--- config.mk ---
export PLATFORM = sky130hd
export DESIGN_NAME = bus_cycle_seq
export DESIGN_NICKNAME = d
export VERILOG_FILES = /design/src/rtl/bus_cycle_seq.sv
export SDC_FILE = /design/constraint.sdc
export NUM_CORES = 1
export LEC_CHECK = 0
export BUFFER_PORTS_ARGS = -buffer_cell sky130_fd_sc_hd__clkbuf_2
export CAP_MARGIN = 20
export CORE_MARGIN = 5
export CORE_UTILIZATION = 45
export DETAILED_ROUTE_END_ITERATION = 8
export PLACE_DENSITY = 0.69
export SLEW_MARGIN = 20
export SYNTH_ARGS = -nofsm -noshare
export SYNTH_HDL_FRONTEND = slang
export SYNTH_SLANG_ARGS = --single-unit
--- constraint.sdc ---
create_clock -name sys_clk -period 1.72 [get_ports sys_clk]
set_input_delay 0.172 -clock sys_clk [delete_from_list [all_inputs] [get_ports sys_clk]]
set_output_delay 0.172 -clock sys_clk [all_outputs]
set_load 0.1 [all_outputs]
--- src/rtl/bus_cycle_seq.sv ---
// External-bus cycle sequencer: accepts a transfer request, splits it into
// memory-port-sized beats, inserts wait states, and generates the timing and
// qualifier strobes for the bus data-path steering logic.
module bus_cycle_seq #(
  parameter int unsigned WS_BITS = 4
) (
  input  logic               sys_clk,
  input  logic               resetl,
  input  logic               req,
  input  logic               req_read,
  input  logic [1:0]         req_width,
  input  logic [2:0]         req_addr,
  input  logic [1:0]         mem_width,
  input  logic [WS_BITS-1:0] wait_states,
  input  logic               intdev,
  output logic               ack,
  output logic               ourack,
  output logic               done,
  output logic               idle,
  output logic               reads,
  output logic               erd,
  output logic [2:0]         ba,
  output logic               mws8,
  output logic               mws16,
  output logic               mws64
);

  localparam int unsigned BEAT_BITS = 4;

  localparam logic [1:0] S_IDLE = 2'd0;
  localparam logic [1:0] S_ADDR = 2'd1;
  localparam logic [1:0] S_WAIT = 2'd2;
  localparam logic [1:0] S_DATA = 2'd3;

  logic [1:0]           state,    state_nxt;
  logic [WS_BITS-1:0]   wcnt,     wcnt_nxt;
  logic [BEAT_BITS-1:0] beats,    beats_nxt;
  logic [2:0]           ba_nxt;
  logic                 reads_nxt;
  logic                 intdev_q, intdev_nxt;
  logic [1:0]           mw_q,     mw_nxt;
  logic [WS_BITS-1:0]   ws_q,     ws_nxt;
  logic [2:0]           mws_q,    mws_nxt;
  logic [WS_BITS-1:0]   ws_load;
  logic                 idle_nxt, ourack_nxt, done_nxt, erd_nxt;

  // Request acceptance is the only combinational handshake; gated by reset
  // so nothing is acknowledged while the sequencer is being cleared.
  assign ack = req && (state == S_IDLE) && resetl;

  assign mws8  = mws_q[2];
  assign mws16 = mws_q[1];
  assign mws64 = mws_q[0];

  // Next-state, field capture and registered-output decode.
  always_comb begin
    state_nxt  = state;
    wcnt_nxt   = wcnt;
    beats_nxt  = beats;
    ba_nxt     = ba;
    reads_nxt  = reads;
    intdev_nxt = intdev_q;
    mw_nxt     = mw_q;
    ws_nxt     = ws_q;
    mws_nxt    = mws_q;
    ws_load    = intdev_q ? '0 : ws_q;

    case (state)
      S_IDLE: begin
        if (req) begin
          state_nxt  = S_ADDR;
          reads_nxt  = req_read;
          intdev_nxt = intdev;
          mw_nxt     = mem_width;
          ws_nxt     = wait_states;
          ba_nxt     = req_addr;
          beats_nxt  = (req_width > mem_width) ?
                       (BEAT_BITS'(1) << (req_width - mem_width)) : BEAT_BITS'(1);
          mws_nxt    = {mem_width == 2'd0, mem_width == 2'd1, mem_width == 2'd3};
        end
      end
      S_ADDR: begin
        wcnt_nxt  = ws_load;
        state_nxt = (ws_load != '0) ? S_WAIT : S_DATA;
      end
      S_WAIT: begin
        wcnt_nxt = wcnt - WS_BITS'(1);
        if (wcnt == WS_BITS'(1)) state_nxt = S_DATA;
      end
      S_DATA: begin
        if (beats == BEAT_BITS'(1)) begin
          state_nxt = S_IDLE;
        end else begin
          beats_nxt = beats - BEAT_BITS'(1);
          ba_nxt    = ba + (3'(1) << mw_q);
          state_nxt = S_ADDR;
        end
      end
      default: state_nxt = S_IDLE;
    endcase

    idle_nxt   = (state_nxt == S_IDLE);
    ourack_nxt = (state_nxt == S_DATA);
    done_nxt   = ourack_nxt && (beats_nxt == BEAT_BITS'(1));
    erd_nxt    = !idle_nxt && reads_nxt && !intdev_nxt;
  end

  // State and datapath registers with synchronous active-low reset.
  always_ff @(posedge sys_clk) begin
    if (!resetl) begin
      state    <= S_IDLE;
      wcnt     <= '0;
      beats    <= '0;
      ba       <= '0;
      reads    <= 1'b0;
      intdev_q <= 1'b0;
      mw_q     <= '0;
      ws_q     <= '0;
      mws_q    <= '0;
      idle     <= 1'b1;
      ourack   <= 1'b0;
      done     <= 1'b0;
      erd      <= 1'b0;
    end else begin
      state    <= state_nxt;
      wcnt     <= wcnt_nxt;
      beats    <= beats_nxt;
      ba       <= ba_nxt;
      reads    <= reads_nxt;
      intdev_q <= intdev_nxt;
      mw_q     <= mw_nxt;
      ws_q     <= ws_nxt;
      mws_q    <= mws_nxt;
      idle     <= idle_nxt;
      ourack   <= ourack_nxt;
      done     <= done_nxt;
      erd      <= erd_nxt;
    end
  end

endmodule

## After elaboration in Yosys (flattened, before gate mapping)

Index checks and enable logic that the tools add are counted.
Widths: inputs -> output; s select.

| word-level totals | value |
|---|---|
| register bits | 28 |
| bits of input ports | 16 |
| output and inout bits | 12 |
| logic and storage cells | 64 |

| operators by class | value |
|---|---|
| reduce and logical (&&, ||, !) cells | 15 |
| $lt $le $gt $ge | 1 |
| multiplexer cells | 18 |
| shifts and indexed selects | 2 |
| $add $sub $neg | 4 |
| eq/ne operators | 11 |

Operator list:

| operator | count |
|---|---|
| $mux 4 | 4 |
| $pmux 4 s2 | 2 |
| $eq 4x1->1 const B | 3 |
| $eq 2x2->1 const B | 4 |
| $pmux 2 s4 | 1 |
| $sub 4x1->4 const B | 2 |
| $logic_not 2->1 | 3 |
| $mux 1 | 6 |
| $mux 3 | 2 |
| $pmux 3 s2 | 1 |
| $logic_and 1x1->1 | 5 |
| $eq 2x1->1 const B | 2 |
| $mux 2 | 2 |
| $ne 2x2->1 const B | 2 |
| $reduce_bool 2->1 | 2 |
| $reduce_bool 4->1 | 1 |
| $shl 1x2->4 const A | 1 |
| $add 3x3->3 | 1 |
| $reduce_and 3->1 | 1 |
| $shl 1x2->3 const A | 1 |
| $gt 2x2->1 | 1 |
| $logic_not 1->1 | 2 |
| $reduce_and 2->1 | 1 |
| $sub 2x2->2 | 1 |

## Logic depth before layout (Yosys ltp)

| logic depth | value |
|---|---|
| depth after elaboration | 8 |
| depth in mapped cells | 9 |
| depth with buffers taken out | 9 |

## Least setup slack after synthesis

No wires, ideal clock.

| path | value |
|---|---|
| path type | register to register |
| start point | register ba[0] |
| end point | register ba[2] |
| library setup time | 0.067 ns |
| clock period less this slack | 2.330 ns |
| arrival | 2.263 ns |
| path buffers | 0 |
| required time | 1.653 ns |
| slack | -0.610 ns |
| cell stages (with the launch flop) | 9 |
| cell sequence | dfxtp_1 -> ha_1 -> inv_1 -> fa_1 -> xnor2_1 -> xnor2_1 -> a21oi_1 -> mux2i_1 -> nor2b_1 |

| between the ends | value |
|---|---|
| longest elaborated chain between the ends | 3 |

Ends and longest elaborated chain:

| item | RTL line | text |
|---|---|---|
| start, declared | 22 | `output logic [2:0] ba,` |
| start signal, assigned | 128 | `ba <= ba_nxt;` |
| $add 3x3->3 | 95 | `ba_nxt = ba + (3'(1) << mw_q);` |
| $mux 3 | 91 | `if (beats == BEAT_BITS'(1)) begin` |
| $pmux 3 s2 | 68 | `case (state)` |

Every way passes these cells. The select of a mux whose other input is x is not followed.
A chain may end at the register's enable or synchronous reset.

## Final worst setup path

| path | value |
|---|---|
| start point | register mw_q[0] |
| end point | register ba[2] |

| between the ends | value |
|---|---|
| longest elaborated chain between the ends | 4 |

Ends and longest elaborated chain:

| item | RTL line | text |
|---|---|---|
| start, declared | 41 | `logic [1:0] mw_q, mw_nxt;` |
| start signal, assigned | 131 | `mw_q <= mw_nxt;` |
| $shl 1x2->3 | 95 |  |
| $add 3x3->3 | 95 |  |
| $mux 3 | 91 |  |
| $pmux 3 s2 | 68 |  |

Every way passes these cells. The select of a mux whose other input is x is not followed.

==> flow_summary.yaml <==
outcome:
  outcome: "completed"
logic_synthesis:
  synth_top_cell_by_area: "dfxtp_1"
  netlist_instances: 180
  async_flop_share_pct: 0
  ys_top_cells_by_area: "dfxtp_1, ha_1, nand2_1, nor2b_1, inv_1"
  synth_flop_cell: "dfxtp_1"
  syn_area_per_cell_um2: 8.66
  synth_edf_count: 0
  ys_seq_elements: 28
  syn_nets: 209
  yosys_warnings: 0
  ys_seq_area_share_pct: 36.0
  netlist_area_um2: 1560
  synth_top_area_share_pct: 36.0
  synth_cell_types: 45
clocking:
  root_buffer: "clkbuf_4"
  clock_path_buffers: 2
  cts_tree: "built"
  clk_latency_ns: 0.34
  clk_pin_slew_ns: 0.15
  htreeDepth: 1
  clock_sinks: 28
  cts_made_buffers: 3
routing:
  remaining_drc_errors: 0
  drt_iter0_drc: 63
  drt-total-wl_um: 3510
  routed_via_density: 5.10
  final_antenna_net_count: 0
  wl_per_cell_um: 12.9
  drt_pre_antenna_iters: 4
  via_count: 1391
finish:
  nets: 257
  syn_to_final_growth_pct: 32.3
  drive_above_1_share_pct: 36.6
  final_core_util_pct: 61.8
  diodes: 0
sta:
  setup_viol: 0
  tightestPinTransition_ns: 0.548
  finalWorstPathRequiredPeriod_ns: 1.67
  period_share_pct: 97.2
  slew_headroom_pct: 63.6
  finalHoldViolations: 0
  max_freq_ghz: 0.598
  tns_ns: 0
  fin_skew_ns: 0.00958
  final_max_slew_viol_count: 0
  grt_setup_unrepaired: "yes"
setup_path:
  cp_max_fo: 2
  setup.worst_path.end_class: "flip-flop"
  worstSetupPathType: "reg2reg"
  crit_arrival_ns: 1.96
  crit_required_ns: 2.01
  critPathLaunchType: "flip-flop"
die:
  num_rows: 21
  die_h_um: 68.9
  initial_core_util_pct: 46.7
  ios: 28
  core-area_um2: 3340
  fp.dieArea_um2: 4740
  die_x_um: 68.9
pwr:
  total_power_w: 0.00381
  powerDensity_nw_per_um2: 1850
  p_leak_nw: 0.921
  ir_drop_mv: 0.828
global_routing:
  track_usage_pct: 17.3
  grt_max_degree: 27
  grt_pass1_vias: 1369
  grt_pass1_wl_um: 6220
  grt_remaining_overflow: 0
  antenna_found_initial: 0
place:
  globalplace.congestion: 0.778
  port_buffers: 27
  dp_hpwl_um: 2690
hold_path:
  hp-class: "in2reg"
run:
  cap_violations: 0
[what timing repair did]
action / CTS / global route
endpoints found under the hold margin: 0 / 1
setup buffers: 0 / 1
hold buffers: 0 / 1
setup endpoints to repair: 2 / 4
resized for setup: 5 / 12
pin swaps: 0 / 3
[cell families (layout without fill, tap and decap cells)]
kind of cell	after synthesis	in the layout	share of synthesized area, %
DFF	28	28	36.0
adders and majority gates	13	13	11.4
xor gates and xnor gates	2	2	1.12
and+or+nand+nor	69	69	24.3
muxes	4	4	2.57
AOI/OAI and AO/OA	42	42	18.8
buffers and inverters	22	69	5.86
[worst paths after layout]
path                            slack (ns)                  start  cells after the start               endpoint
worst min register to register        0.49  mws_q[0]$_SDFFE_PN0P_                      2  mws_q[0]$_SDFFE_PN0P_
worst max-delay path                  0.05   mw_q[0]$_SDFFE_PN0P_                      9     ba[2]$_SDFFE_PN0P_
worst max register to register        0.05   mw_q[0]$_SDFFE_PN0P_                      9     ba[2]$_SDFFE_PN0P_
worst min-delay path                  0.04         wait_states[1]                      3   ws_q[1]$_SDFFE_PN0P_
[cell usage in the layout, fill, tap and decap left out, types with 2 or more instances in the layout]
master / synthesis / final
ha_1: 11 / 7
nand3_1: 4 / 4
inv_2: 2 / 4
buf_4: 2 / 22
and2_1: 7 / 7
a21boi_0: 2 / 2
dfxtp_4: 0 / 2
nand2_1: 22 / 21
o21ai_1: 5 / 5
o211a_1: 4 / 4
nor3b_1: 2 / 2
a21oi_1: 9 / 9
fa_2: 0 / 2
clkbuf_4: 0 / 3
inv_1: 13 / 10
dfxtp_1: 28 / 22
mux2i_1: 4 / 4
a21boi_1: 6 / 6
clkbuf_2: 0 / 26
o21ai_0: 6 / 6
nor3_1: 4 / 4
ha_4: 0 / 3
dfxtp_2: 0 / 4
nor4_2: 1 / 2
nor2_1: 7 / 6
nor2b_1: 11 / 11
[cells in the mapped netlist (all sizes together) (3+ instances only)]
cell type and instances:
a21oi 9, nand2 22, mux2i 4, buf 3
and2 7, a21boi 8, ha 11, dfxtp 28
o211a 4, nor2 8, nand3 4, o21ai 11
nor3 4, nor2b 12, inv 15, clkbuf 4
[worst max-delay path: stages, from the launching register on]
cell	delay [ns]
dfxtp_2	0.37
nor2_4	0.15
ha_4	0.14
inv_2	0.03
fa_2	0.34
xnor2_2	0.14
xnor2_1	0.12
a21oi_1	0.13
mux2i_1	0.09
nor2b_1	0.11
[metal layers]
layer / routed length (um) / GRT usage, % / vias up
met3: 174 / 5.19 / 8
li1: - / - / 707
met1: 1590 / 22.0 / 650
met2: 1690 / 28.0 / 26
met4: 65 / 5.60 / 0
met5: 0 / 0 / -
[registers in the layout, indices dropped and copies added (netlist names)]
| signal | flops |
|---|---|
| beats | 4 |
| mws_q | 3 |
| wcnt | 4 |
| ourack | 1 |
| reads | 1 |
| mw_q | 2 |
| done | 1 |
| ba | 3 |
| ws_q | 4 |
| intdev_q | 1 |
| erd | 1 |
| state | 2 |
| idle | 1 |
[power breakdown]
| group | internal, W | total [W] | leakage [nW] | switching [W] |
|---|---|---|---|---|
| sequential | 0.000844 | 0.000982 | 0.232 | 0.000138 |
| clock | 0.000236 | 0.000432 | 0.0279 | 0.000196 |
| combinational | 0.000948 | 0.00240 | 0.661 | 0.00145 |
[metrics by stage]
stage / hold slack (ns) / std cells / cell area, um2 / worst slack (ns)
floorplan: 0.307 / 180 / 1600 / -0.0312
global placement: 0.398 / 267 / 1930 / -0.256
detailed placement: 0.405 / 267 / 1930 / -0.330
CTS: 0.0262 / 271 / 2010 / 0.00312
global route: 0.0159 / 273 / 2060 / -0.0722
finish: 0.0379 / 273 / 2060 / 0.0478
[cell type report]
cell class,instances,area (um2)
fillers,310,1270
multi-input cells,130,990
inverters,15,63.8
clock buffers,3,22.5
repair buffers,50,325
clock inverters,1,30.0
flip-flops and latches,28,573
well taps,46,57.6
Power figures use the tool's default switching activity.
